**src/rtl/uart_tx_sched.sv**
```systemverilog
`default_nettype none
// uart_tx_sched: round-robin scheduler sharing one UART transmitter and baud generator among
// four requesters; reprograms (and restarts) the baud generator only when the rate changes.
module uart_tx_sched #(
  parameter logic [19:0] TIMEOUT = 20'd600000
) (
  input  logic        clock,
  input  logic        reset_n,
  input  logic [3:0]  req,
  input  logic [31:0] req_data,
  input  logic [7:0]  req_baud,
  input  logic        tx_done,
  output logic [3:0]  grant,
  output logic [7:0]  tx_data,
  output logic        tx_send,
  output logic [1:0]  tx_baud_rate,
  output logic        baud_rst_n,
  output logic        busy,
  output logic        timeout_err
);

  typedef enum logic [2:0] {
    IDLE = 3'd0,
    ARB  = 3'd1,
    CFG  = 3'd2,
    LOAD = 3'd3,
    WAIT = 3'd4
  } state_t;

  state_t      state_q;
  logic [1:0]  rr_ptr_q;
  logic [7:0]  data_q;
  logic [1:0]  baud_q;
  logic [19:0] wd_q;

  logic [3:0]  grant_q;
  logic [7:0]  tx_data_q;
  logic        tx_send_q;
  logic [1:0]  tx_baud_rate_q;
  logic        baud_rst_n_q;
  logic        busy_q;
  logic        timeout_err_q;

  logic        win_valid_d;
  logic [1:0]  win_idx_d;
  logic [1:0]  scan_idx_d;
  logic [7:0]  win_data_d;
  logic [1:0]  win_baud_d;

  // Scan downward so the candidate closest to rr_ptr is written last and wins.
  always_comb begin
    win_valid_d = 1'b0;
    win_idx_d   = rr_ptr_q;
    scan_idx_d  = rr_ptr_q;
    for (int k = 3; k >= 0; k--) begin
      scan_idx_d = rr_ptr_q + 2'(k);
      if (req[scan_idx_d]) begin
        win_valid_d = 1'b1;
        win_idx_d   = scan_idx_d;
      end
    end
    win_data_d = req_data[{win_idx_d, 3'b000} +: 8];
    win_baud_d = req_baud[{win_idx_d, 1'b0} +: 2];
  end

  always_ff @(posedge clock or negedge reset_n) begin
    if (!reset_n) begin
      state_q        <= IDLE;
      rr_ptr_q       <= 2'd0;
      data_q         <= 8'd0;
      baud_q         <= 2'd0;
      wd_q           <= 20'd0;
      grant_q        <= 4'd0;
      tx_data_q      <= 8'd0;
      tx_send_q      <= 1'b0;
      tx_baud_rate_q <= 2'b10;
      baud_rst_n_q   <= 1'b1;
      busy_q         <= 1'b0;
      timeout_err_q  <= 1'b0;
    end else begin
      grant_q       <= 4'd0;
      tx_send_q     <= 1'b0;
      baud_rst_n_q  <= 1'b1;
      timeout_err_q <= 1'b0;
      case (state_q)
        IDLE: begin
          if (|req) begin
            state_q <= ARB;
            busy_q  <= 1'b1;
          end
        end
        ARB: begin
          if (win_valid_d) begin
            grant_q  <= 4'b0001 << win_idx_d;
            data_q   <= win_data_d;
            baud_q   <= win_baud_d;
            rr_ptr_q <= win_idx_d + 2'd1;
            state_q  <= (win_baud_d != tx_baud_rate_q) ? CFG : LOAD;
          end else begin
            state_q <= IDLE;
            busy_q  <= 1'b0;
          end
        end
        CFG: begin
          tx_baud_rate_q <= baud_q;
          baud_rst_n_q   <= 1'b0;
          state_q        <= LOAD;
        end
        LOAD: begin
          tx_data_q <= data_q;
          tx_send_q <= 1'b1;
          wd_q      <= 20'd0;
          state_q   <= WAIT;
        end
        WAIT: begin
          // tx_done is checked first so a completion on the expiry cycle is not an error.
          if (tx_done) begin
            state_q <= IDLE;
            busy_q  <= 1'b0;
          end else if (wd_q == TIMEOUT - 20'd1) begin
            timeout_err_q <= 1'b1;
            state_q       <= IDLE;
            busy_q        <= 1'b0;
          end else begin
            wd_q <= wd_q + 20'd1;
          end
        end
        default: begin
          state_q <= IDLE;
          busy_q  <= 1'b0;
        end
      endcase
    end
  end

  assign grant        = grant_q;
  assign tx_data      = tx_data_q;
  assign tx_send      = tx_send_q;
  assign tx_baud_rate = tx_baud_rate_q;
  assign baud_rst_n   = baud_rst_n_q;
  assign busy         = busy_q;
  assign timeout_err  = timeout_err_q;

endmodule
`default_nettype wire

```
**config.mk**
```make
export PLATFORM = sky130hd
export DESIGN_NAME = uart_tx_sched
export DESIGN_NICKNAME = d
export VERILOG_FILES = /design/src/rtl/uart_tx_sched.sv
export SDC_FILE = /design/constraint.sdc
export NUM_CORES = 1
export LEC_CHECK = 0
export CAP_MARGIN = 30
export CORE_AREA = 2 2 76 78
export CTS_BUF_LIST = sky130_fd_sc_hd__clkbuf_8
export DETAILED_ROUTE_END_ITERATION = 8
export DIE_AREA = 0 0 78 80
export GPL_ROUTABILITY_DRIVEN = 0
export PLACE_DENSITY_LB_ADDON = 0.15
export SLEW_MARGIN = 15
export SYNTH_ARGS = -nofsm -noshare
export SYNTH_HDL_FRONTEND = slang
export SYNTH_SLANG_ARGS = --single-unit
```
**constraint.sdc**
```tcl
create_clock -name clock -period 2.5 [get_ports clock]
set_input_delay 0.375 -clock clock [delete_from_list [all_inputs] [get_ports clock]]
set_output_delay 0.375 -clock clock [all_outputs]
set_load 0.02 [all_outputs]
```
Word level (Yosys, flattened, before mapping)
Cells that the tools add are included. W data, S select, Z words.

Add/sub/neg operators: 5. Magnitude comparators: 4. Equality and inequality tests: 11. Shifts and indexed selects: 3. Mux-type cells: 37. Bitwise gates (word level): 1. Reduce and logical (&&, ||, !) cells: 8.

Operator list (count): $mux W20 (2); $pmux W20 S2 (1); $shiftx A32 B6 Y8 (1); $add A20 B1 Y20 const B (1); $eq A20 B20 Y1 const B (1); $mux W1 (18); $pmux W3 S5 (1); $lt A2 B3 Y1 const B (4); $mux W2 (5); $mux W3 (3); $bmux W1 S2 (4); $mux W4 (2); $ne A2 B2 Y1 const B (4); $shiftx A8 B4 Y2 (1); $eq A3 B2 Y1 const B (2); $add A2 B1 Y2 const B (2); $add A2 B2 Y2 const B (2); $pmux W1 S4 (1); $reduce_and A2 Y1 (2); $reduce_and A4 Y1 (1); $reduce_or A4 Y1 (1); $shl A1 B2 Y4 const A (1); $eq A3 B1 Y1 const B (1); $eq A3 B3 Y1 const B (1); other kinds (7) (7).

Register bits: 53. Input bits: 47. Output and inout bits: 18. Logic and storage cells: 81.

Depth between registers and ports, before layout
Gate-level depths: netlist (run 1).

Depth in word-level cells: 12. Mapped depth: 10. Mapped depth without buffers: 8.

Worst setup path after synthesis (run 1)
OpenSTA, ideal clock, no wires.

Kind: register -> register. From: register rr_ptr_q[0]. To: register rr_ptr_q[1]. Setup time: 0.129 ns. Arrival: 1.931 ns. Required time: 2.371 ns. Setup slack: 0.441 ns. Stages on the path, launching flop included: 11. Buffers on the path: 2. Period minus slack after synthesis: 2.059 ns. Cells stage by stage: dfrtp_1 > inv_1 > o21a_1 > a21oi_1 > o221ai_1 > clkbuf_1 > clkbuf_1 > inv_1 > ha_1 > nand2_1 > o21ai_0.

Longest elaborated chain between the ends: 8. Elaborated cells on any way between the ends: 21. Those cells by class: add/sub (4); mux (16); reduce/logical (1).

RTL lines: start: declaration (RTL line 31) `logic [1:0] rr_ptr_q;`; start signal: assignment (RTL line 97) `rr_ptr_q <= win_idx_d + 2'd1;`; $add A2 B2 Y2 (RTL line 56) `scan_idx_d = rr_ptr_q + 2'(k);`; $bmux W1 S2 (RTL line 57) `if (req[scan_idx_d]) begin`; $mux W1 (not written as such) (RTL line 57); $mux W2 or $mux W1 (tied branches) (4 in a row) (RTL line 57); $add A2 B1 Y2 or $reduce_and A2 Y1 (tied branches).

Parallel ways exist; a longest one is shown, timed or not. The select of a mux whose other input is x is not followed. A chain may end at the register's enable or synchronous reset.

Final worst setup path (run 1)
From: input req[2]. To: register data_q[2].

Longest elaborated chain between the ends: 7. Elaborated cells on any way between the ends: 18. Those cells by class: shift (1); mux (16); reduce/logical (1).

RTL lines: start: declaration (RTL line 9) `input logic [3:0] req,`; $bmux W1 S2 (RTL line 57); $mux W1 (not written as such) (RTL line 57); $mux W2 or $mux W1 (tied branches) (4 in a row) (RTL line 57); $shiftx A32 B6 Y8 or $reduce_and A2 Y1 (tied branches); end signal: assignment (RTL line 95) `data_q <= win_data_d;`; end: declaration (RTL line 32) `logic [7:0] data_q;`.

Parallel ways exist; a longest one is shown, timed or not. The select of a mux whose other input is x is not followed.

==> impl_metrics.py, run 1 <==
metrics = {
    "place": {
        "postPlaceCellArea_um2": 3480,
        "port_buffers": 64,
        "dp_hpwl_mm": 4.05,
        "post-place-cells": 420,
    },
    "floorplanning": {
        "start_util": 0.499,
        "die_w_um": 78,
        "core-area_um2": 5410,
        "pin_count": 65,
        "fp.dieH_um": 80,
        "num_rows": 27,
        "die_area_um2": 6240,
    },
    "setup_path": {
        "setup.worst_path.end": "data_q[2]",
        "critical_path.max_fanout": 16,
        "cp.required_ps": 2700,
        "rr_startpoint": "wd_q[17]",
        "crit_arrival_ps": 2380,
        "cp-start-kind": "primary input",
        "startpoint": "req[2]",
        "worst-r2r-cell-count": 8,
        "rrSetupSlack_ps": 340,
        "cp-end-kind": "flop",
        "reg2reg_to": "wd_q[19]",
        "path_class": "in -> reg",
    },
    "yosys": {
        "syn_area_um2": 2700,
        "postSynthAreaPerCell_um2": 9.63,
        "ys.flop_type": "dfrtp_1",
        "yosysWarnings": 0,
        "synth_seq_cells": 53,
        "yosysUniqueCellTypes": 42,
        "synth_edf_count": 0,
        "yosysTopAreaCell": "dfrtp_1",
        "synth.top_cell.area_share": 0.473,
        "synthTopCellsByArea": "dfrtp_1, nand2_1, mux2i_1",
        "syn-num-nets": 332,
        "ys_seq_area_frac": 0.493,
        "ys_async_sr_fraction": 1.00,
        "netlist_instances": 280,
    },
    "timing": {
        "rsz0062_at_grt": "false",
        "maxSlewViolCount": 0,
        "setup_violations": 0,
        "fin_crit_sh": 0.872,
        "max_freq_ghz": 0.458,
        "slew_headroom": 0.597,
        "hold_viol": 0,
        "finalClockSkew_ps": 11.2,
        "fin_crit_ps": 2180,
        "tns_ps": 0,
        "whs_ps": 68.9,
        "tightestPinTransition_ps": 604,
    },
    "flow_run": {
        "maxCapViolations": 0,
    },
    "routing": {
        "num_vias": 2177,
        "wl_mm": 5.29,
        "ant_nets": 0,
        "drc": 0,
        "drt_iter0_drc": 95,
        "avgViaCountPerCell": 5.09,
        "wire_per_inst_um": 12.4,
        "firstDrtPassIters": 4,
    },
    "finish": {
        "final_nets": 407,
        "fillers": 454,
        "fin_cells": 428,
        "final_cell_mix": "clkdlybuf4s50_1, nand2_1, dfrtp_1",
        "multi_input_area_um2": 1280,
        "fin_area_um2": 3580,
        "area.growth.synth_to_final_pct": 32.6,
        "register_area_um2": 1330,
        "layout-drive-gt1-share": 0.115,
        "n_antenna_cell": 0,
        "final_common_cell": "clkdlybuf4s50_1",
    },
    "clocking": {
        "cts_buffers": 5,
        "tritoncts": "done",
        "clock_latency_ps": 310,
        "cts.path.max_buffers": 2,
        "hold_buffers": 0,
        "clockRootBuffer": "clkbuf_8",
        "cts.sinks": 53,
        "clkSlewWorstSetupHoldPaths_ps": 100,
        "ctsResizeCount": 0,
        "h-tree-depth": 2,
        "postCtsSetupBuffers": 0,
    },
    "global_routing": {
        "globalRoute.totalOverflow": 0,
        "grt_usage": 0.189,
        "grt_most_used_layer": "met2",
        "grt_pass1_vias": 2164,
        "grt_util_met1": 0.242,
        "grt_pass1_wl_mm": 9.49,
        "grt_use_met3": 0.0475,
        "grt.met2_usage": 0.317,
        "grt_antenna_before_repair": 0,
        "grt_max_degree": 29,
    },
    "hold_path": {
        "min_path_type": "in -> async",
    },
    "power": {
        "power_density_nw_per_um2": 891,
        "leakagePower_nw": 1.69,
        "vdd_ir_drop_max_v": 0.000404,
    },
    "outcome": {
        "outcome": "complete, no violations",
    },
}
-- logic make-up (layout without fill, tap and decap cells) --
kind of cell,count (synthesis),in the layout,synth area share
fa+ha+maj,5,5,0.0232
compound gates,40,40,0.0835
mux,25,25,0.0979
flops,53,53,0.493
buf+inv,20,96,0.0334
simple gates,120,120,0.214
xor+xnor,17,17,0.0552
-- area by class of cell --
type,instances,area share
multi-input cells,207,0.357
flip-flops and latches,53,0.372
well taps,72,0.0252
clock inverters,3,0.00805
clock buffers,5,0.0192
repair buffers,79,0.209
inverters,9,0.00945
-- worst min path at each step --
stage,slack (ps),to,cells after the start
floorplan,80,baud_q[0],0
global placement,430,grant[3],1
detailed placement,430,grant[1],1
CTS,90,wd_q[13],1
global route,110,wd_q[13],1
finish,70,tx_data[1],1
-- routing by layer --
metal  vias to the layer above  part of all wire
met3                         4             0.071
met5                         -                 0
met2                        66              0.46
met1                      1006              0.45
li1                       1101                 -
met4                         0            0.0096
-- power by group --
group	leakage, nW	switching, W	total (W)	internal, W
combinational	0.944	0.000743	0.00141	0.000663
clock	0.0506	0.000298	0.000508	0.000210
sequential	0.691	0.000159	0.00127	0.00111
-- state kept, by name (all words and copies together), names as in the netlist, 2 cells and up --
register	flops
wd_q	20
data_q	8
tx_data	8
grant	4
state_q	3
baud_q	2
rr_ptr_q	2
tx_baud_rate	2
-- synth_stat cells, types with 2 or more instances --
cell,count
nand2_1,62
dfrtp_1,51
o21ai_0,23
nor2_1,22
mux2i_1,14
mux2_2,11
xor2_1,11
and3_1,9
a21oi_1,8
inv_1,8
clkbuf_1,7
xnor2_1,6
ha_1,5
nand3_1,5
or3_1,3
and2_1,2
and4_1,2
buf_4,2
dfstp_2,2
nand4_1,2
nor2b_1,2
o21a_1,2
o22ai_1,2
-- critical path: stages --
cell and delay [ps]:
clkdlybuf4s50_1 490, nor3b_1 190, a2111o_1 140, o21a_1 270
buf_4 300, mux2_2 350, o21ai_0 150, o21ai_0 90
-- metrics by stage --
step,utilization,setup slack (ps),total power (W)
4_1_cts,0.662,297,0.00322
5_1_grt,0.662,83.2,0.00346
3_5_place_dp,0.644,-45.4,0.00272
2_1_floorplan,-,441,0.00218
6_report,0.662,319,0.00319
3_3_place_gp,0.644,38.7,0.00268
Power figures use the tool's default switching activity.
==> run 2, diff against run 1 <==
CORE_AREA = 2 2 91 93   (was 2 2 76 78)
DIE_AREA = 0 0 93 95   (was 0 0 78 80)
PLACE_DENSITY = 0.68   (was not set)
PLACE_DENSITY_LB_ADDON = not set   (was 0.15)
clock period = 2.4 ns   (was 2.5 ns; I/O delays follow)
==> run 2 against run 1 <==
Clock power up 4.7%. Combinational power up 5%. Sequential share of layout area down 0.55 points. Via count down 3.0%. Flip-flop and latch count unchanged. Count of clock-buffer cells in the layout unchanged. Global-route usage down 5.9 points. Core utilization down 20 points. Critical path type is now reg -> reg. Setup slack worse by 85 ps.
==> impl_metrics.py, run 2 (same netlist as run 1, synthesis figures left out) <==
metrics = {
    "timing": {
        "finalClockSkew_ps": 12.2,
        "maxSlewViolCount": 0,
        "fin_crit_sh": 0.903,
        "tightestPinTransition_ps": 650,
        "fin_ws_ps": 234,
        "max_freq_ghz": 0.462,
        "rsz0062_at_grt": "false",
        "slew_headroom": 0.567,
        "hold_viol": 0,
        "setup_violations": 0,
        "fin_crit_ps": 2170,
    },
    "clocking": {
        "cts.sinks": 53,
        "clockRootBuffer": "clkbuf_8",
        "tritoncts": "done",
        "clkSlewWorstSetupHoldPaths_ps": 100,
        "postCtsSetupBuffers": 0,
        "cts.path.max_buffers": 2,
        "clock_latency_ps": 310,
        "ctsResizeCount": 0,
        "h-tree-depth": 2,
        "cts_buffers": 5,
        "hold_buffers": 0,
    },
    "floorplanning": {
        "core-area_um2": 7930,
        "die_area_um2": 8840,
        "die_w_um": 93,
        "pin_count": 65,
        "fp.dieH_um": 95,
        "start_util": 0.340,
        "num_rows": 33,
    },
    "setup_path": {
        "cp.required_ps": 2590,
        "cp-start-kind": "flop",
        "rrSetupSlack_ps": 230,
        "rr_startpoint": "wd_q[17]",
        "worst-r2r-cell-count": 8,
        "cp-end-kind": "flop",
        "crit_arrival_ps": 2350,
        "path_class": "reg -> reg",
        "reg2reg_to": "wd_q[19]",
        "critical_path.max_fanout": 7,
    },
    "finish": {
        "largest_reg_flops": 20,
        "fin_area_um2": 3630,
        "layout-drive-gt1-share": 0.115,
        "fin_cells": 461,
        "n_antenna_cell": 0,
        "final_cell_mix": "clkdlybuf4s50_1, nand2_1, dfrtp_1",
        "final_nets": 407,
        "top_register": "wd_q",
        "final_util": 0.458,
        "area.growth.synth_to_final_pct": 34.6,
        "final_common_cell": "clkdlybuf4s50_1",
    },
    "routing": {
        "drc": 0,
        "wl_mm": 5.26,
        "num_vias": 2111,
        "avgViaCountPerCell": 4.58,
        "firstDrtPassIters": 4,
        "ant_nets": 0,
        "drt_iter0_drc": 41,
        "wire_per_inst_um": 11.4,
    },
    "power": {
        "p_sw_frac": 0.375,
        "power.total_w": 0.00334,
        "power_density_nw_per_um2": 919,
        "vdd_ir_drop_max_v": 0.000337,
        "p_sw_w": 0.00125,
        "clkPwrFrac": 0.159,
        "leakagePower_nw": 1.69,
        "internal_power_w": 0.00209,
        "combPwrFrac": 0.443,
        "seqPwrFrac": 0.398,
    },
    "place": {
        "post-place-cells": 453,
        "port_buffers": 64,
        "postPlaceCellArea_um2": 3530,
        "dp_hpwl_mm": 4.02,
        "pre_cts_slack_ps": -130,
    },
    "global_routing": {
        "grt_pass1_vias": 2091,
        "grt_pass1_wl_mm": 9.16,
        "grt_usage": 0.130,
        "globalRoute.totalOverflow": 0,
        "grt_antenna_before_repair": 0,
        "grt_max_degree": 54,
    },
    "flow_run": {
        "maxCapViolations": 0,
    },
    "outcome": {
        "outcome": "complete, no violations",
    },
    "hold_path": {
        "min_path_type": "in -> async",
    },
}
-- run 2: cell types whose count changed in the layout (fill, tap and decap cells not counted) --
cell,previous run,this run
buf_12,0,1
buf_4,15,14
-- run 2: worst max path at each step --
stage / start / endpoint / slack, ps / depth (start not counted)
5_1_grt: req[2] / data_q[1] / 80 / 8
4_1_cts: wd_q[17] / wd_q[19] / 190 / 8
2_1_floorplan: rr_ptr_q[0] / rr_ptr_q[1] / 340 / 10
3_3_place_gp: req[1] / state_q[0] / -40 / 8
3_5_place_dp: req[2] / data_q[0] / -130 / 8
6_report: wd_q[17] / wd_q[19] / 230 / 8
-- run 2: layout make-up --
cell class / count / area (um2)
Tap cell: 105 / 131
Clock inverter: 3 / 28.8
Timing Repair Buffer: 79 / 761
Inverter: 9 / 33.8
Clock buffer: 5 / 68.8
Multi-Input combinational cell: 207 / 1280
Fill cell: 777 / 4300
Sequential cell: 53 / 1330
-- run 2: power by group through the flow --
| stage | clock network [W] | logic (W) | registers [W] |
|---|---|---|---|
| finish | 0.000532 | 0.00148 | 0.00133 |
| CTS | 0.000555 | 0.00151 | 0.00133 |
| floorplan | 0 | 0.000827 | 0.00144 |
| global route | 0.000592 | 0.00167 | 0.00137 |
| detailed placement | 0 | 0.00151 | 0.00135 |
| global placement | 0 | 0.00149 | 0.00134 |
-- run 2: per-stage QoR --
stage               hold slack (ps)  setup TNS, ps
floorplan                      64.4              0
global placement                450           -296
detailed placement              456           -931
CTS                             185              0
global route                    210              0
finish                          156              0
-- run 2: worst max-delay path, cell delays in order (launching register included) --
cell     delay [ps]
dfrtp_1         430
or4_1           540
nor4_2          280
a21o_1          240
nor4_4           60
buf_4           160
nand4_1         110
xor2_1          170
nor2_1           60
-- run 2: metal layers --
layer | track usage | vias to the layer above | share of wire
li1 | - | 1096 | -
met2 | 0.222 | 57 | 0.45
met3 | 0.0271 | 6 | 0.055
met4 | 0.0417 | 0 | 0.013
met1 | 0.165 | 952 | 0.48
met5 | 0 | - | 0
